[src/rtl/mc_pkg.sv]
// Shared definitions for the multicycle control sequencer.
// Contents: FSM state encoding, RV32I major opcodes, next-PC and write-back
// source selects, and a helper that recognises the supported opcodes.
package mc_pkg;

    typedef enum logic [2:0] {
        S_FETCH  = 3'd0,
        S_DECODE = 3'd1,
        S_EXEC   = 3'd2,
        S_MEM    = 3'd3,
        S_WB     = 3'd4,
        S_HALT   = 3'd5
    } state_e;

    typedef enum logic [1:0] {
        PC_PLUS4   = 2'd0,
        PC_IMM     = 2'd1,
        PC_RS1_IMM = 2'd2
    } pc_sel_e;

    typedef enum logic [1:0] {
        WB_ALU = 2'd0,
        WB_MEM = 2'd1,
        WB_PC4 = 2'd2,
        WB_IMM = 2'd3
    } wb_sel_e;

    localparam logic [6:0] OPC_LOAD   = 7'b0000011;
    localparam logic [6:0] OPC_STORE  = 7'b0100011;
    localparam logic [6:0] OPC_BRANCH = 7'b1100011;
    localparam logic [6:0] OPC_JAL    = 7'b1101111;
    localparam logic [6:0] OPC_JALR   = 7'b1100111;
    localparam logic [6:0] OPC_OP     = 7'b0110011;
    localparam logic [6:0] OPC_OP_IMM = 7'b0010011;
    localparam logic [6:0] OPC_LUI    = 7'b0110111;
    localparam logic [6:0] OPC_AUIPC  = 7'b0010111;
    localparam logic [6:0] OPC_SYSTEM = 7'b1110011;

    function automatic logic is_known_opcode(input logic [6:0] opc);
        case (opc)
            OPC_LOAD, OPC_STORE, OPC_BRANCH, OPC_JAL, OPC_JALR,
            OPC_OP, OPC_OP_IMM, OPC_LUI, OPC_AUIPC, OPC_SYSTEM: return 1'b1;
            default: return 1'b0;
        endcase
    endfunction

endpackage

[src/rtl/mc_wait_timer.sv]
// Memory-handshake watchdog.
// Counts cycles with an outstanding request (busy) that is not acknowledged
// (ready). expired pulses in the cycle whose un-acknowledged wait is the
// TIMEOUT_CYCLES-th one; an acknowledge in that same cycle suppresses it.
// Ports: clk, reset (sync, active-high), busy, ready, clear (state change),
//        expired (1-cycle pulse).
module mc_wait_timer #(
    parameter int TIMEOUT_CYCLES = 16
) (
    input  logic clk,
    input  logic reset,
    input  logic busy,
    input  logic ready,
    input  logic clear,
    output logic expired
);

    localparam int CW = $clog2(TIMEOUT_CYCLES + 1);
    localparam logic [CW-1:0] LIMIT    = CW'(TIMEOUT_CYCLES);
    localparam logic [CW-1:0] LIMIT_M1 = CW'(TIMEOUT_CYCLES - 1);

    logic [CW-1:0] count;

    // Saturate at the limit so the pulse cannot fire a second time.
    always_ff @(posedge clk) begin
        if (reset || clear || ready)
            count <= '0;
        else if (busy && count != LIMIT)
            count <= count + CW'(1);
    end

    assign expired = busy && !ready && !clear && (count == LIMIT_M1);

endmodule

[src/rtl/mc_sequencer.sv]
// Multicycle control sequencer for the RV32I core.
// Drives PC / IR / register-file / memory strobes from an explicit FSM,
// with a variable-latency ready/request memory handshake, a fetch stall,
// a bus watchdog, halting on SYSTEM or unknown opcodes, and cycle/instret
// counters.
// Ports: clk, reset (sync, active-high); opcode, branch_taken, mem_ready,
//        stall_req in; ir_en, pc_en, pc_sel, mem_req, mem_we, mem_addr_sel,
//        reg_we, wb_sel strobes out; state, halted, illegal_err,
//        timeout_err, cycle_count, instret status out.
module mc_sequencer #(
    parameter int CNT_W          = 32,
    parameter int TIMEOUT_CYCLES = 16,
    parameter bit HALT_ON_SYSTEM = 1'b1
) (
    input  logic             clk,
    input  logic             reset,
    input  logic [6:0]       opcode,
    input  logic             branch_taken,
    input  logic             mem_ready,
    input  logic             stall_req,
    output logic             ir_en,
    output logic             pc_en,
    output logic [1:0]       pc_sel,
    output logic             mem_req,
    output logic             mem_we,
    output logic             mem_addr_sel,
    output logic             reg_we,
    output logic [1:0]       wb_sel,
    output logic [2:0]       state,
    output logic             halted,
    output logic             illegal_err,
    output logic             timeout_err,
    output logic [CNT_W-1:0] cycle_count,
    output logic [CNT_W-1:0] instret
);
    import mc_pkg::*;

    state_e  state_q, state_d;
    pc_sel_e pc_sel_w;
    wb_sel_e wb_sel_w;
    logic    retire;
    logic    set_illegal;
    logic    fetch_pend;   // fetch request already raised and not yet acked
    logic    wd_expired;

    always_ff @(posedge clk) begin
        if (reset) begin
            state_q     <= S_FETCH;
            cycle_count <= '0;
            instret     <= '0;
            illegal_err <= 1'b0;
            timeout_err <= 1'b0;
            fetch_pend  <= 1'b0;
        end else begin
            state_q    <= state_d;
            fetch_pend <= (state_q == S_FETCH) && mem_req && !mem_ready;
            if (state_q != S_HALT)
                cycle_count <= cycle_count + CNT_W'(1);
            if (retire)
                instret <= instret + CNT_W'(1);
            if (set_illegal)
                illegal_err <= 1'b1;
            if (wd_expired)
                timeout_err <= 1'b1;
        end
    end

    always_comb begin
        state_d      = state_q;
        ir_en        = 1'b0;
        pc_en        = 1'b0;
        pc_sel_w     = PC_PLUS4;
        mem_req      = 1'b0;
        mem_we       = 1'b0;
        mem_addr_sel = 1'b0;
        reg_we       = 1'b0;
        wb_sel_w     = WB_ALU;
        retire       = 1'b0;
        set_illegal  = 1'b0;

        // A fired watchdog abandons whatever was in flight: no strobes,
        // straight to HALT on this edge.
        if (timeout_err && state_q != S_HALT) begin
            state_d = S_HALT;
        end else begin
            case (state_q)
                S_FETCH: begin
                    // Stall only before the request goes out; once raised,
                    // the request is held until acknowledged.
                    if (!stall_req || fetch_pend) begin
                        mem_req = 1'b1;
                        if (mem_ready) begin
                            ir_en   = 1'b1;
                            state_d = S_DECODE;
                        end
                    end
                end
                S_DECODE: begin
                    if (HALT_ON_SYSTEM && opcode == OPC_SYSTEM) begin
                        state_d = S_HALT;
                    end else if (!is_known_opcode(opcode)) begin
                        set_illegal = 1'b1;
                        state_d     = S_HALT;
                    end else begin
                        state_d = S_EXEC;
                    end
                end
                S_EXEC: begin
                    case (opcode)
                        OPC_LOAD, OPC_STORE: state_d = S_MEM;
                        OPC_BRANCH: begin
                            pc_en    = 1'b1;
                            pc_sel_w = branch_taken ? PC_IMM : PC_PLUS4;
                            retire   = 1'b1;
                            state_d  = S_FETCH;
                        end
                        // Only reachable when SYSTEM retires as a no-op.
                        OPC_SYSTEM: begin
                            pc_en   = 1'b1;
                            retire  = 1'b1;
                            state_d = S_FETCH;
                        end
                        default: state_d = S_WB;
                    endcase
                end
                S_MEM: begin
                    mem_req      = 1'b1;
                    mem_addr_sel = 1'b1;
                    mem_we       = (opcode == OPC_STORE);
                    if (mem_ready) begin
                        if (opcode == OPC_STORE) begin
                            pc_en   = 1'b1;
                            retire  = 1'b1;
                            state_d = S_FETCH;
                        end else begin
                            state_d = S_WB;
                        end
                    end
                end
                S_WB: begin
                    reg_we  = 1'b1;
                    pc_en   = 1'b1;
                    retire  = 1'b1;
                    state_d = S_FETCH;
                    case (opcode)
                        OPC_LOAD:          wb_sel_w = WB_MEM;
                        OPC_JAL, OPC_JALR: wb_sel_w = WB_PC4;
                        OPC_LUI:           wb_sel_w = WB_IMM;
                        default:           wb_sel_w = WB_ALU;
                    endcase
                    case (opcode)
                        OPC_JAL:  pc_sel_w = PC_IMM;
                        OPC_JALR: pc_sel_w = PC_RS1_IMM;
                        default:  pc_sel_w = PC_PLUS4;
                    endcase
                end
                S_HALT:  state_d = S_HALT;
                default: state_d = S_FETCH;
            endcase
        end
    end

    mc_wait_timer #(
        .TIMEOUT_CYCLES(TIMEOUT_CYCLES)
    ) u_wait_timer (
        .clk     (clk),
        .reset   (reset),
        .busy    (mem_req),
        .ready   (mem_ready),
        .clear   (state_d != state_q),
        .expired (wd_expired)
    );

    assign pc_sel = pc_sel_w;
    assign wb_sel = wb_sel_w;
    assign state  = state_q;
    assign halted = (state_q == S_HALT);

endmodule

[config.mk]
export PLATFORM = sky130hd
export DESIGN_NAME = mc_sequencer
export DESIGN_NICKNAME = d
export VERILOG_FILES = /design/src/rtl/mc_pkg.sv /design/src/rtl/mc_wait_timer.sv /design/src/rtl/mc_sequencer.sv
export SDC_FILE = /design/constraint.sdc
export NUM_CORES = 1
export LEC_CHECK = 0
export ABC_CLOCK_PERIOD_IN_PS = 2200
export BUFFER_PORTS_ARGS = -buffer_cell sky130_fd_sc_hd__clkbuf_2
export CAP_MARGIN = 10
export CORE_MARGIN = 2
export CORE_UTILIZATION = 40
export CTS_BUF_LIST = sky130_fd_sc_hd__clkbuf_4 sky130_fd_sc_hd__clkbuf_8 sky130_fd_sc_hd__clkbuf_16
export DETAILED_ROUTE_END_ITERATION = 8
export HOLD_SLACK_MARGIN = 0.03
export PLACE_DENSITY = 0.6
export SLEW_MARGIN = 5
export SYNTH_ARGS = -nofsm -noshare
export SYNTH_HDL_FRONTEND = slang
export SYNTH_SLANG_ARGS = --single-unit
[constraint.sdc]
create_clock -name clk -period 2.2 [get_ports clk]
set_input_delay 0.11 -clock clk [delete_from_list [all_inputs] [get_ports clk]]
set_output_delay 0.11 -clock clk [all_outputs]
set_load 0.01 [all_outputs]
; Word level (Yosys, flattened, before mapping)
; Cells that the tools add are included.
[totals]
input_bits = 12
elab_cells = 90
output_inout_bits = 80
regBits = 75
[classes]
reduce_logical = 18
addsub = 3
n_mux = 43
eq_ne = 19
[op_table]
columns = cell, n
row1 = $add 32x1->32 const B, 2
row2 = $eq 7x7->1 const B, 4
row3 = $mux 1, 26
row4 = $eq 7x6->1 const B, 3
row5 = $mux 3, 7
row6 = $pmux 3 s5, 1
row7 = $eq 7x5->1 const B, 2
row8 = $reduce_or 10->1, 1
row9 = $pmux 2 s2, 2
row10 = $eq 7x2->1 const B, 1
row11 = $logic_and 1x1->1, 7
row12 = $eq 3x2->1 const B, 2
row13 = $eq 3x3->1 const B, 2
row14 = $mux 2, 3
row15 = $pmux 2 s3, 1
row16 = $pmux 3 s2, 1
row17 = $reduce_or 2->1, 3
row18 = $add 5x1->5 const B, 1
row19 = $eq 5x4->1 const B, 1
row20 = $ne 5x5->1 const B, 1
row21 = $eq 3x1->1 const B, 1
row22 = $logic_not 1->1, 3
row23 = $logic_not 3->1, 1
row24 = $logic_or 1x1->1, 3
row25 = other kinds (4), 4

; Longest topological paths before layout
[logic_depth]
word_depth = 14
ltp_mapped = 9
depth_no_buf = 6

; Cells and area by module
; From an unflattened synthesis, not the netlist that was laid out.
[unflattened]
cells_unflattened = 476
area_unflattened_um2 = 3931.3
[by_module_without_submodules]
columns = mod, seq_area_each_um2, n_inst, cells_each, area_per_inst_um2
row1 = mc_sequencer, 1401.3, 1, 443, 3616.0
row2 = mc_wait_timer, 100.1, 1, 33, 315.3

; Least setup slack after synthesis
; OpenSTA, ideal clock, no wires.
[synth_path]
path_type = reg-to-reg
start = reg state_q[2] (netlist: state[2])
end = reg instret[31]
t_required_ps = 2130
arrival_time_ps = 2060
path_stages_with_launch = 8
n_path_buf = 2
setup_ps = 70
setup_slack_ps = 69
period_less_slack_ps = 2131
path_cell_list = dfxtp_1 buf_4 nor4b_2 a31oi_1 a21o_1 buf_6 or4_1 a21oi_1
[synth_between]
elab_chain_len = 3
word_cells_on_any_way = 7
classes_between = 4 x eq/ne / 2 x mux / 1 x reduce/logical
[synth_lines]
columns = item, line
row1 = "start, declared", mc_sequencer.sv:38  ; state_e state_q, state_d;
row2 = "start signal, assigned", mc_sequencer.sv:55  ; state_q <= state_d;
row3 = "$eq 3x3->1, or another cell as far along", mc_sequencer.sv:86  ; case (state_q)
row4 = $pmux 1 s3 or $logic_and 1x1->1 (tied branches), "mc_sequencer.sv:86, mc_sequencer.sv:83"
row5 = $mux 1 *, mc_sequencer.sv:83  ; if (timeout_err && state_q != S_HALT) begin
row6 = "end signal, assigned", mc_sequencer.sv:60  ; instret <= instret + CNT_W'(1);
row7 = "end, declared", mc_sequencer.sv:34  ; output logic [CNT_W-1:0] instret
; Mark *: on every way between the ends. The rest lies on a longest branch, timed or not.
; A chain may end at the register's enable or synchronous reset.

; Worst setup path in the final report
[layout_path]
start = reg instret[7]
end = reg instret[30]
[layout_between]
elab_chain_len = 1
[layout_lines]
columns = item, line
row1 = $add 32x1->32, mc_sequencer.sv:60
; No other way between the ends.

==> metrics.txt <==
# TYPE chip_impl_metric gauge
chip_impl_metric{name="avgSynthCellArea",unit="sq um"} 8.23
chip_impl_metric{name="yosys.cell_types.count",unit=""} 58
chip_impl_metric{name="worst_ep_required_time",unit="ns"} 2.48
chip_impl_metric{name="gp_routability_congestion",unit=""} 0.869
chip_impl_metric{name="fin_crit_sh",unit=""} 0.932
chip_impl_metric{name="hpwl",unit="mm"} 7.29
chip_impl_metric{name="numPortBuffers",unit=""} 91
chip_impl_metric{name="dr_total_vias",unit=""} 3924
chip_impl_info{name="critPathLaunch",value="instret[7]$_SDFFE_PP0P_"} 1
chip_impl_metric{name="wl",unit="mm"} 10.0
chip_impl_metric{name="drcViolationCount",unit=""} 0
chip_impl_metric{name="peakVddDrop",unit="V"} 0.000265
chip_impl_metric{name="max_clock_freq",unit="MHz"} 488
chip_impl_metric{name="slew_headroom",unit=""} 0.642
chip_impl_metric{name="final-seq-area",unit="sq mm"} 0.00150
chip_impl_metric{name="period_minus_slack",unit="ns"} 2.05
chip_impl_metric{name="filler_cell_count",unit=""} 968
chip_impl_metric{name="chipHeight",unit="um"} 104
chip_impl_metric{name="synth.ff_latch_count",unit=""} 75
chip_impl_metric{name="syn_area",unit="sq mm"} 0.00402
chip_impl_info{name="source_of_the_worst_hold_timing_path",value="mem_ready"} 1
chip_impl_metric{name="areaGrowthSynthToFinish",unit="%"} 22.2
chip_impl_info{name="rsz0062_at_grt",value="no"} 1
chip_impl_metric{name="worst_setup_hold_path_clk_slew",unit="ns"} 0.08
chip_impl_info{name="root_buffer",value="clkbuf_8"} 1
chip_impl_info{name="yosys.area.top_type",value="dfxtp_1"} 1
chip_impl_info{name="cp-start-kind",value="flip-flop"} 1
chip_impl_metric{name="stdcell_count",unit=""} 718
chip_impl_metric{name="clock_sinks",unit=""} 75
chip_impl_info{name="path_class",value="flip-flop to flip-flop"} 1
chip_impl_metric{name="yosys_warnings",unit=""} 0
chip_impl_metric{name="post_route_clock_skew",unit="ns"} 0.0150
chip_impl_metric{name="multi_input_area",unit="sq mm"} 0.00236
chip_impl_metric{name="ant_nets",unit=""} 0
chip_impl_metric{name="chipWidth",unit="um"} 104
chip_impl_metric{name="clock_tree.htree_level_count",unit=""} 3
chip_impl_metric{name="grt_first_pass_wirelength",unit="mm"} 16.7
chip_impl_info{name="critical_path.endpoint_type",value="flip-flop"} 1
chip_impl_metric{name="antenna_found_initial",unit=""} 0
chip_impl_metric{name="grt_max_degree",unit=""} 58
chip_impl_metric{name="timing_hold_violations_final",unit=""} 0
chip_impl_metric{name="synth_enable_flop_cells",unit=""} 0
chip_impl_metric{name="route.detailed.vias_per_inst",unit=""} 5.47
chip_impl_metric{name="cap_violations",unit=""} 0
chip_impl_metric{name="cp_slowest_stage_delay",unit="ns"} 0.52
chip_impl_info{name="timing.critical_path.cells",value="nand3_1, or2_1, or3_4, or4_1, a21oi_1"} 1
chip_impl_info{name="cts_tree",value="built"} 1
chip_impl_metric{name="nets",unit=""} 597
chip_impl_metric{name="floorplan.initialDensity",unit=""} 0.411
chip_impl_metric{name="finalSetupViolations",unit=""} 0
chip_impl_metric{name="power_density",unit="mW/mm^2"} 552
chip_impl_metric{name="io_pins",unit=""} 92
chip_impl_metric{name="core-area",unit="sq mm"} 0.00977
chip_impl_metric{name="cts_buffer_depth",unit=""} 2
chip_impl_info{name="min_path_type",value="input port to flip-flop"} 1
chip_impl_metric{name="mapped_cells",unit=""} 488
chip_impl_info{name="synth_area_leaders",value="dfxtp_1 37%, xor2_1 5.0%, nor2_1 4.2%, a21oi_1 4.0%, nand4_1 3.9%"} 1
chip_impl_metric{name="initialDrtViolationCount",unit=""} 187
chip_impl_info{name="crit-reg2reg-launch",value="instret[7]$_SDFFE_PP0P_"} 1
chip_impl_metric{name="n_antenna_cell",unit=""} 0
chip_impl_metric{name="p_leak",unit="uW"} 0.00189
chip_impl_metric{name="placementRows",unit=""} 36
chip_impl_metric{name="postCtsHoldBufs",unit=""} 0
chip_impl_metric{name="asyncSetResetFlopFracSynth",unit=""} 0
chip_impl_metric{name="worstPathMaxFanout",unit=""} 11
chip_impl_metric{name="drt_pre_antenna_iters",unit=""} 4
chip_impl_metric{name="clock_latency",unit="ns"} 0.35
chip_impl_metric{name="final_layout_size_suffix_gt1_frac",unit=""} 0.248
chip_impl_metric{name="timing.final.max_slew_violations",unit=""} 0
chip_impl_metric{name="grtUsageTotal",unit=""} 0.184
chip_impl_metric{name="totalNegativeSetupSlack",unit="ns"} 0
chip_impl_metric{name="number_of_global_route_vias_before_repair",unit=""} 3486
chip_impl_info{name="synth_commonest_cells",value="75 x dfxtp_1, 45 x nor2_1, 32 x a21oi_1, 32 x nand2_1, 26 x nand3_1"} 1
chip_impl_info{name="postSynth.topFlopCell",value="dfxtp_1"} 1
chip_impl_metric{name="die_area",unit="sq mm"} 0.0109
chip_impl_info{name="crit_family",value="simple AND/OR/NAND/NOR gates"} 1
chip_impl_metric{name="placed_cells",unit=""} 701
chip_impl_metric{name="numCtsBuffers",unit=""} 9
chip_impl_metric{name="mappedNetlistNets",unit=""} 505
chip_impl_info{name="run_status",value="completed"} 1
chip_impl_metric{name="synth-seq-area-share",unit=""} 0.374
chip_impl_metric{name="grt_overflow",unit=""} 0
chip_impl_metric{name="timing_worst_slew_pin_value",unit="ns"} 0.528
chip_impl_metric{name="route.detailed.wl_per_inst",unit="um"} 14.0
chip_impl_info{name="yosysMostFrequentCell",value="dfxtp_1"} 1
chip_impl_metric{name="synth_top_cell_area_share",unit=""} 0.374
chip_impl_metric{name="worstPathArrival",unit="ns"} 2.33
chip_impl_info{name="timing.critical_path.slowest_stage_cell",value="or4_1"} 1
chip_impl_metric{name="timing.critical_path.buf_inv",unit=""} 0
==> worst paths after layout <==
kind | end | slack (ns) | cells after the start
max | instret[30]$_SDFFE_PP0P_ | 0.15 | 5
min | fetch_pend$_SDFF_PP0_ | 0.13 | 3
max reg2reg | instret[30]$_SDFFE_PP0P_ | 0.15 | 5
min reg2reg | illegal_err$_SDFFE_PP0P_ | 0.50 | 2
==> worst reg2reg max path: stages, from the launching register on <==
cell,delay [ns]
dfxtp_1,0.41
nand3_1,0.18
or2_1,0.30
or3_4,0.44
or4_1,0.52
a21oi_1,0.15
==> power by group <==
part | leakage [uW] | switching, uW | internal (uW)
combinational | 0.00118 | 120 | 81.8
sequential | 0.000606 | 20.1 | 1370
clock | 0.000108 | 504 | 613
==> per-layer routing <==
metal,up-vias,part of all wire,track usage
li1,1986,-,-
met1,1816,0.48,0.248
met2,109,0.45,0.291
met3,13,0.052,0.0401
met4,0,0.014,0.0608
met5,-,0,0
==> registers in the layout (all words and copies together) (netlist names) <==
| signal | cells |
|---|---|
| cycle_count | 32 |
| instret | 32 |
| u_wait_timer.count | 5 |
| state | 3 |
| fetch_pend | 1 |
| illegal_err | 1 |
| timeout_err | 1 |
==> cell type report <==
type | instances | area share
Multi-Input combinational cell | 368 | 0.480
Sequential cell | 75 | 0.306
Timing Repair Buffer | 110 | 0.124
Tap cell | 133 | 0.0339
Clock buffer | 12 | 0.0336
Inverter | 16 | 0.0122
Clock inverter | 4 | 0.00968
==> through the flow <==
stage	cell area (sq um)	worst slack, ns	power (uW)	util	hold WS (ns)
2_1_floorplan	4020	0.0695	1550	-	0.273
3_3_place_gp	4660	0.0943	1620	0.476	0.461
3_5_place_dp	4660	0.0685	1620	0.476	0.480
4_1_cts	4870	0.0430	2750	0.498	0.102
5_1_grt	4910	0.0153	2820	0.502	0.113
6_report	4910	0.150	2710	0.502	0.128
==> placed cells by master (no fill, tap or decap), drive strengths merged, types with 10 or more instances in the layout <==
cell type | netlist | routed
a21oi | 32 | 32
and3 | 11 | 11
buf | 9 | 19
clkbuf | 20 | 103
dfxtp | 75 | 75
inv | 16 | 16
nand2 | 32 | 32
nand3 | 26 | 26
nand4 | 25 | 25
nor2 | 45 | 45
nor3 | 10 | 10
o21ai | 11 | 11
o31ai | 19 | 19
or3 | 11 | 11
or4 | 19 | 19
xnor2 | 10 | 10
xor2 | 23 | 23
==> repair_timing <==
item,4_1_cts,5_1_grt
gates resized for setup,0,8
setup endpoints to repair,0,22
setup buffers,0,1
==> logic make-up (layout without fill, tap and decap cells) <==
group | count (synthesis) | in the layout | synth area share
AO/OA/AOI/OAI | 95 | 95 | 0.154
XOR/XNOR | 33 | 33 | 0.0719
adder cells (fa/ha/maj) | 5 | 5 | 0.0156
buffers and inverters | 45 | 142 | 0.0473
flip-flops | 75 | 75 | 0.374
multiplexers | 5 | 5 | 0.0134
AND/OR/NAND/NOR | 230 | 230 | 0.324
No activity file was read; power rests on OpenSTA's default activity.
